### src/rtl/ps2_rx_fifo.sv
// PS/2 keyboard receiver: synchronises the PS/2 pins, decodes 11-bit frames and
// queues good bytes in a first-word-fall-through FIFO with sticky error flags.
module ps2_rx_fifo #(
  parameter int DEPTH          = 4,
  parameter int SYNC_STAGES    = 2,
  parameter int TIMEOUT_CYCLES = 100000
) (
  input  logic                       CLOCK_50,
  input  logic                       Resetn,
  input  logic                       PS2_CLK,
  input  logic                       PS2_DAT,
  input  logic                       rd_en,
  input  logic                       clear_err,
  output logic [7:0]                 rd_data,
  output logic                       rd_valid,
  output logic [$clog2(DEPTH+1)-1:0] count,
  output logic                       parity_err,
  output logic                       frame_err,
  output logic                       overflow
);

  localparam int AW = $clog2(DEPTH);
  localparam int CW = $clog2(DEPTH+1);
  localparam int TW = $clog2(TIMEOUT_CYCLES+1);
  localparam logic [TW-1:0] TIMEOUT_MAX = TW'(TIMEOUT_CYCLES-1);
  localparam logic [CW-1:0] FULL_COUNT  = CW'(DEPTH);

  typedef enum logic [1:0] {IDLE, DATA, PARITY, STOP} state_t;

  logic [SYNC_STAGES-1:0] r_clkSync;
  logic [SYNC_STAGES-1:0] r_datSync;
  logic                   r_clkPrev;
  state_t                 r_state;
  logic [2:0]             r_bitCnt;
  logic [7:0]             r_shift;
  logic                   r_parity;
  logic [TW-1:0]          r_timeout;
  logic                   r_parityErr;
  logic                   r_frameErr;
  logic                   r_overflow;
  logic [7:0]             r_mem [DEPTH];
  logic [AW-1:0]          r_wrPtr;
  logic [AW-1:0]          r_rdPtr;
  logic [CW-1:0]          r_count;

  logic w_clkS;
  logic w_datS;
  logic w_fe;
  logic w_push;
  logic w_pop;
  logic w_full;
  logic w_doPush;
  logic w_ovfSet;

  // Synchronisers idle high so reset never fabricates a falling edge.
  always_ff @(posedge CLOCK_50) begin
    if (!Resetn) begin
      r_clkSync <= '1;
      r_datSync <= '1;
      r_clkPrev <= 1'b1;
    end else begin
      r_clkSync <= {r_clkSync[SYNC_STAGES-2:0], PS2_CLK};
      r_datSync <= {r_datSync[SYNC_STAGES-2:0], PS2_DAT};
      r_clkPrev <= w_clkS;
    end
  end

  assign w_clkS   = r_clkSync[SYNC_STAGES-1];
  assign w_datS   = r_datSync[SYNC_STAGES-1];
  assign w_fe     = r_clkPrev & ~w_clkS;
  assign w_full   = (r_count == FULL_COUNT);
  assign w_pop    = rd_en & rd_valid;
  assign w_push   = (r_state == STOP) & w_fe & w_datS & (^{r_shift, r_parity});
  assign w_doPush = w_push & (~w_full | w_pop);
  assign w_ovfSet = w_push & w_full & ~w_pop;

  // Frame decoder; sets placed after the clear so a simultaneous set wins.
  always_ff @(posedge CLOCK_50) begin
    if (!Resetn) begin
      r_state     <= IDLE;
      r_bitCnt    <= '0;
      r_shift     <= '0;
      r_parity    <= 1'b0;
      r_timeout   <= '0;
      r_parityErr <= 1'b0;
      r_frameErr  <= 1'b0;
      r_overflow  <= 1'b0;
    end else begin
      if (clear_err) begin
        r_parityErr <= 1'b0;
        r_frameErr  <= 1'b0;
        r_overflow  <= 1'b0;
      end
      if (w_ovfSet) r_overflow <= 1'b1;

      if (r_state == IDLE) begin
        r_timeout <= '0;
        if (w_fe && !w_datS) begin
          r_state  <= DATA;
          r_bitCnt <= '0;
        end
      end else if (w_fe) begin
        r_timeout <= '0;
        case (r_state)
          DATA: begin
            r_shift  <= {w_datS, r_shift[7:1]};
            r_bitCnt <= r_bitCnt + 3'd1;
            if (r_bitCnt == 3'd7) r_state <= PARITY;
          end
          PARITY: begin
            r_parity <= w_datS;
            r_state  <= STOP;
          end
          default: begin
            if (!w_datS) r_frameErr <= 1'b1;
            else if (~^{r_shift, r_parity}) r_parityErr <= 1'b1;
            r_state <= IDLE;
          end
        endcase
      end else if (r_timeout == TIMEOUT_MAX) begin
        r_frameErr <= 1'b1;
        r_state    <= IDLE;
        r_timeout  <= '0;
      end else begin
        r_timeout <= r_timeout + TW'(1);
      end
    end
  end

  always_ff @(posedge CLOCK_50) begin
    if (w_doPush) r_mem[r_wrPtr] <= r_shift;
  end

  // Pointers wrap naturally because DEPTH is a power of two.
  always_ff @(posedge CLOCK_50) begin
    if (!Resetn) begin
      r_wrPtr <= '0;
      r_rdPtr <= '0;
      r_count <= '0;
    end else begin
      if (w_doPush) r_wrPtr <= r_wrPtr + AW'(1);
      if (w_pop)    r_rdPtr <= r_rdPtr + AW'(1);
      if (w_doPush && !w_pop)      r_count <= r_count + CW'(1);
      else if (w_pop && !w_doPush) r_count <= r_count - CW'(1);
    end
  end

  assign rd_data    = r_mem[r_rdPtr];
  assign rd_valid   = (r_count != '0);
  assign count      = r_count;
  assign parity_err = r_parityErr;
  assign frame_err  = r_frameErr;
  assign overflow   = r_overflow;

endmodule

### config.mk
export PLATFORM = sky130hd
export DESIGN_NAME = ps2_rx_fifo
export DESIGN_NICKNAME = d
export VERILOG_FILES = /design/src/rtl/ps2_rx_fifo.sv
export SDC_FILE = /design/constraint.sdc
export NUM_CORES = 1
export LEC_CHECK = 0
export ABC_CLOCK_PERIOD_IN_PS = 6100
export BUFFER_PORTS_ARGS = -buffer_cell sky130_fd_sc_hd__buf_4
export CORE_UTILIZATION = 42
export CTS_CLUSTER_DIAMETER = 120
export DETAILED_ROUTE_END_ITERATION = 7
export MAX_ROUTING_LAYER = met4
export PLACE_DENSITY = 0.59
export SLEW_MARGIN = 30
export SYNTH_ARGS = -nofsm -noshare
export SYNTH_HDL_FRONTEND = slang
export SYNTH_SLANG_ARGS = --single-unit
### constraint.sdc
create_clock -name CLOCK_50 -period 6.1 [get_ports CLOCK_50]
set_input_delay 1.22 -clock CLOCK_50 [delete_from_list [all_inputs] [get_ports CLOCK_50]]
set_output_delay 1.22 -clock CLOCK_50 [all_outputs]
set_load 0.1 [all_outputs]
==> results_dict.tcl, run 1 <==
set metrics [dict create \
    drv_slew 0 \
    async_flop_share_pct 0 \
    clock_sinks 80 \
    whs_ns 0.409 \
    cp.buffers_inverters 1 \
    critPathMaxStageDelay_ns 0.68 \
    die_area_mm2 0.00852 \
    ys.flop_type "dfxtp_1" \
    clkSlewWorstSetupHoldPaths_ns 0.08 \
    drt_iter0_markers 93 \
    rsz0062_at_grt "no" \
    finalSetupViolCount 0 \
    grt_pass1_vias 1995 \
    finalCriticalPeriod_ns 3.09 \
    synthAdderAreaFrac_pct 4.97 \
    grt_first_pass_wirelength_mm 9.63 \
    drc 0 \
    synth_cell_types 42 \
    regToRegStartpoint "r_shift[0]" \
    cts_root_buf "clkbuf_8" \
    worst_pin_slew_ns 0.668 \
    via_count 2069 \
    fin_nets 324 \
    syn-num-nets 303 \
    area_growth_pct 12.3 \
    nFillCells 730 \
    synth_compound_area_share_pct 6.43 \
    cts_resized 0 \
    postCtsHoldBufs 0 \
    clk_path_buf_depth 2 \
    synthXorXnorAreaFrac_pct 6.17 \
    first_pass_iters 4 \
    insertion_delay_ns 0.35 \
    stdcell_area_mm2 0.00384 \
    syn_avg_cell_area_um2 12.1 \
    post_drt_wl_per_cell_um 13.9 \
    slowest_stage "dfxtp_1" \
    place_congestion 0.748 \
    synth_area_leaders "dfxtp_1, edfxtp_1, mux4_2" \
    required_ns 4.88 \
    antennaDiodeCount 0 \
    synth_mux_area_share_pct 7.09 \
    vias_per_cell 5.02 \
    wl_met2_mm 2.61 \
    grt.total_usage_pct 15.3 \
    synthTopCellsByCount "dfxtp_1, edfxtp_1, nand2_1" \
    io-pin-count 21 \
    outcome "completed" \
    core_area_mm2 0.00781 \
    slew_headroom_pct 55.3 \
    synth_top_family_by_area "simple AND/OR/NAND/NOR gates" \
    startpoint_type "register" \
    met1_length_mm 2.83 \
    grt_max_degree 37 \
    period_share_pct 50.7 \
    yosys.area.top_type "dfxtp_1" \
    io_buffers 20 \
    critPathKind "reg2out" \
    finalHoldViolCount 0 \
    yosys.cell_count.top_type "dfxtp_1" \
    die_x_um 92.3 \
    cts_buffers 9 \
    h-tree-depth 3 \
    powerDensity_mw_per_mm2 251 \
    netlist.area_leader.share_pct 28.1 \
    cp_max_fo 8 \
    antenna_found_initial 0 \
    route.met3.wl_um 176 \
    post-route-util_pct 49.2 \
    ys_seq_area_share_pct 56.1 \
    yosys_warnings 0 \
    hold_class "reg2reg" \
    endpoint_kind "primary output" \
    rows 32 \
    post_cts_buffers 0 \
    placed_area_mm2 0.00366 \
    postSynthCellCount 284 \
    grt-ovfl-total 0 \
    fin_tns_setup_ns 0 \
    cts_tree "built" \
    crit_family "flip-flops" \
    cp.arrival_ns 1.87 \
    max-vdd-ir-drop_mv 0.168 \
    synth-simple-area-share_pct 17.1 \
    synth-edff-count 32 \
    leakagePower_nw 1.35 \
    chipHeight_um 92.3 \
    drv_cap 0 \
    ys_ff_latch 80 \
    skew_ns 0.0134 \
    drive_gt1_share_pct 15.5 \
    max_freq_mhz 323 \
    worstHoldStart "r_datSync[0]" \
    dp_hpwl_mm 3.85 \
    start_util_pct 43.9 \
    totalWireLength_mm 5.74 \
    path_cells "mux4_2, buf_4" \
    syn_area_mm2 0.00342 \
    highest_layer "met4" \
    ant_nets 0 \
]
==> flip-flops by register name, indices dropped and copies added (netlist names), 2 cells and up, named ones only <==
register   cells
r_datSync      2
r_shift        8
r_timeout     17
r_wrPtr        2
r_state        2
r_bitCnt       3
r_mem         32
r_rdPtr        2
r_clkSync      2
count          3
==> report_power, final <==
group	total, W	internal (W)	leakage [nW]	switching [W]
logic	0.0000332	0.0000132	0.580	0.0000201
registers	0.000558	0.000554	0.684	0.00000342
clock network	0.000373	0.000188	0.0880	0.000185
==> per-layer routing <==
| metal | track usage (%) | vias up |
|---|---|---|
| li1 | - | 1049 |
| met1 | 18.9 | 983 |
| met2 | 23.5 | 24 |
| met3 | 4.35 | 13 |
| met4 | 7.03 | 0 |
| met5 | - | - |
==> placed cells by master (no fill, tap or decap), drive strengths merged, types with 5 or more instances in the layout <==
cell type	n
inv	9
nand2	30
nand4	6
a21boi	10
nor2b	7
a21oi	7
edfxtp	32
clkbuf	12
nand2b	5
o21ai	7
mux2i	5
nand3	9
nor2	15
xor2	12
buf	20
xnor2	7
ha	12
dfxtp	48
or3	6
mux4	8
and2	11
==> worst paths after layout <==
| path | endpoint | slack [ns] | cells after the start |
|---|---|---|---|
| min | r_datSync[1] | 0.41 | 1 |
| max reg2reg | count[2] | 3.22 | 9 |
| min reg2reg | r_datSync[1] | 0.41 | 1 |
| max | rd_data[7] | 3.01 | 2 |
==> stage by stage <==
step                power (W)  std cells  setup slack [ns]
global route         0.000997        412              2.91
floorplan            0.000595        284              2.88
finish               0.000964        412              3.01
CTS                  0.000974        412              2.96
global placement     0.000603        396              2.74
detailed placement   0.000604        396              2.69
==> kinds of logic (layout without fill, tap and decap cells) <==
group / count (synthesis) / in the layout
fa+ha+maj: 13 / 13
xor+xnor: 21 / 21
buf+inv: 19 / 45
flops: 80 / 80
simple gates: 106 / 106
compound gates: 32 / 32
mux: 13 / 13
==> cell type report <==
type | instances | area [um^2] | area share, %
repair buffers | 20 | 150 | 3.90
multi-input cells | 185 | 1430 | 37.2
inverters | 9 | 33.8 | 0.879
clock buffers | 12 | 135 | 3.51
well taps | 102 | 128 | 3.32
flip-flops and latches | 80 | 1920 | 50.0
clock inverters | 4 | 46.3 | 1.20
Note: power is estimated with default switching activity, not from simulation.
==> run 2: changes to the inputs <==
--- a/config.mk
+++ b/config.mk
@@ -5,13 +5,13 @@
 export SDC_FILE = /design/constraint.sdc
 export NUM_CORES = 1
 export LEC_CHECK = 0
-export ABC_CLOCK_PERIOD_IN_PS = 6100
+export ABC_CLOCK_PERIOD_IN_PS = 2750
 export BUFFER_PORTS_ARGS = -buffer_cell sky130_fd_sc_hd__buf_4
 export CORE_UTILIZATION = 42
 export CTS_CLUSTER_DIAMETER = 120
 export DETAILED_ROUTE_END_ITERATION = 7
 export MAX_ROUTING_LAYER = met4
-export PLACE_DENSITY = 0.59
+export PLACE_DENSITY = 0.61
 export SLEW_MARGIN = 30
 export SYNTH_ARGS = -nofsm -noshare
 export SYNTH_HDL_FRONTEND = slang
==> constraint.sdc (replaced) <==
create_clock -name CLOCK_50 -period 2.75 [get_ports CLOCK_50]
set_input_delay 0.55 -clock CLOCK_50 [delete_from_list [all_inputs] [get_ports CLOCK_50]]
set_output_delay 0.55 -clock CLOCK_50 [all_outputs]
set_load 0.1 [all_outputs]
==> results_dict.tcl, run 2 (synthesized netlist as in run 1, its figures left out) <==
set metrics [dict create \
    max-vdd-ir-drop_mv 0.329 \
    largest_reg_flops 32 \
    first_pass_iters 4 \
    finalSetupViolCount 0 \
    totalWireLength_mm 5.62 \
    leakagePower_nw 1.42 \
    layout_setup_ws_ns 0.115 \
    grt_first_pass_wirelength_mm 9.65 \
    drv_slew 0 \
    rsz0062_at_grt "no" \
    ant_nets 0 \
    start_util_pct 43.9 \
    min_path_cells 2 \
    insertion_delay_ns 0.35 \
    path_cells "xnor3_2, or3b_4, mux2i_4, ha_4, inv_1, fa_1, xor2_1, or3_1, a21boi_1" \
    fin_nets 333 \
    multi_input_area_mm2 0.00145 \
    die_area_mm2 0.00852 \
    area_growth_pct 16.1 \
    top_register "r_mem" \
    whs_ns 0.381 \
    cp.depth 9 \
    clkSlewWorstSetupHoldPaths_ns 0.08 \
    h-tree-depth 3 \
    cp.buffers_inverters 1 \
    cts_buffers 9 \
    cts_root_buf "clkbuf_8" \
    dp_hpwl_mm 3.74 \
    worstRegToRegCells 9 \
    hold_class "in2reg" \
    grt_pass1_vias 2143 \
    core_area_mm2 0.00781 \
    critPathMaxStageDelay_ns 0.42 \
    cp_max_fo 7 \
    chipHeight_um 92.3 \
    rows 32 \
    finalHoldViolCount 0 \
    io_buffers 20 \
    placed_area_mm2 0.00373 \
    io-pin-count 21 \
    slew_headroom_pct 56.6 \
    cp.arrival_ns 2.91 \
    worst_pin_slew_ns 0.649 \
    grt-ovfl-total 0 \
    drive_gt1_share_pct 21.6 \
    antennaDiodeCount 0 \
    die_x_um 92.3 \
    drt_iter0_markers 39 \
    via_count 2135 \
    outcome "completed" \
    r2r_slack_ns 0.12 \
    drc 0 \
    power.total_w 0.00223 \
    cts_tree "built" \
    fin_tns_setup_ns 0 \
    final_common_cell "dfxtp_1" \
    nFillCells 710 \
    powerDensity_mw_per_mm2 560 \
    preCtsSetupSlack_ns 0.0857 \
    grt_max_degree 37 \
    layout_common_cells "dfxtp_1, edfxtp_1, nand2_1" \
    grt.total_usage_pct 15.0 \
    drv_cap 0 \
    place_congestion 0.752 \
    clock_sinks 80 \
    max_freq_mhz 380 \
    clk_path_buf_depth 2 \
    postCtsHoldBufs 0 \
    vias_per_cell 5.07 \
    critPathKind "reg2reg" \
    finalCriticalPeriod_ns 2.63 \
    period_share_pct 95.8 \
    startpoint_type "register" \
    crit_family "simple AND/OR/NAND/NOR gates" \
    stdcell_area_mm2 0.00398 \
    endpoint_kind "register" \
    required_ns 3.03 \
    largestRegisters "r_mem (32), r_timeout (17), r_shift (8)" \
    antenna_found_initial 0 \
    post_drt_wl_per_cell_um 13.4 \
    seq_area_mm2 0.00194 \
    skew_ns 0.0135 \
    slowest_stage "xnor3_2" \
]
==> run 2: cell types whose count changed in the layout (fill, tap and decap cells not counted), moves of 2 or more <==
cell / delta
dfxtp_2: +4
clkbuf_1: -2
dfxtp_4: +3
dfxtp_1: -7
buf_4: +9
==> run 2: timing repair <==
| action | in CTS | in global routing |
|---|---|---|
| setup endpoints to repair | 0 | 1 |
| buffers inserted | 0 | 2 |
| hold endpoints to repair | 0 | 0 |
| resized for setup | 0 | 9 |
==> run 2: stage by stage <==
step / util [%] / instances
after floorplan: - / 284
after global placement: 47.8 / 403
after detailed placement: 47.8 / 403
after CTS: 50.5 / 419
after global routing: 50.9 / 421
final: 50.9 / 421
==> run 2: layer usage <==
metal / track usage (%) / vias up / routed length [um]
met4: 6.64 / 0 / 102
li1: - / 1081 / -
met2: 24.4 / 23 / 2660
met1: 17.9 / 1024 / 2720
met5: - / - / 0
met3: 3.53 / 7 / 143
==> run 2: final timing paths <==
kind,endpoint,startpoint
worst min-delay path,r_datSync[0],PS2_DAT
worst min register to register,r_clkSync[1],r_clkSync[0]
worst max register to register,count[2],r_shift[2]
worst max-delay path,count[2],r_shift[2]
==> run 2: area by class of cell <==
type                       instances  share of cell area, %
inverter                           9                  0.850
timing repair buffer              29                   5.48
clock inverter                     6                   2.08
multi-input combinational        185                   36.4
tap                              102                   3.21
clock buffer                      10                   3.21
sequential                        80                   48.7
==> run 2: report_power, final <==
group          leakage, nW  total [W]  switching (W)  internal (W)
Combinational        0.624  0.0000763      0.0000451     0.0000311
Sequential           0.688    0.00123     0.00000609       0.00123
Clock                0.108   0.000919       0.000410      0.000509
Total                 1.42    0.00223       0.000461       0.00177
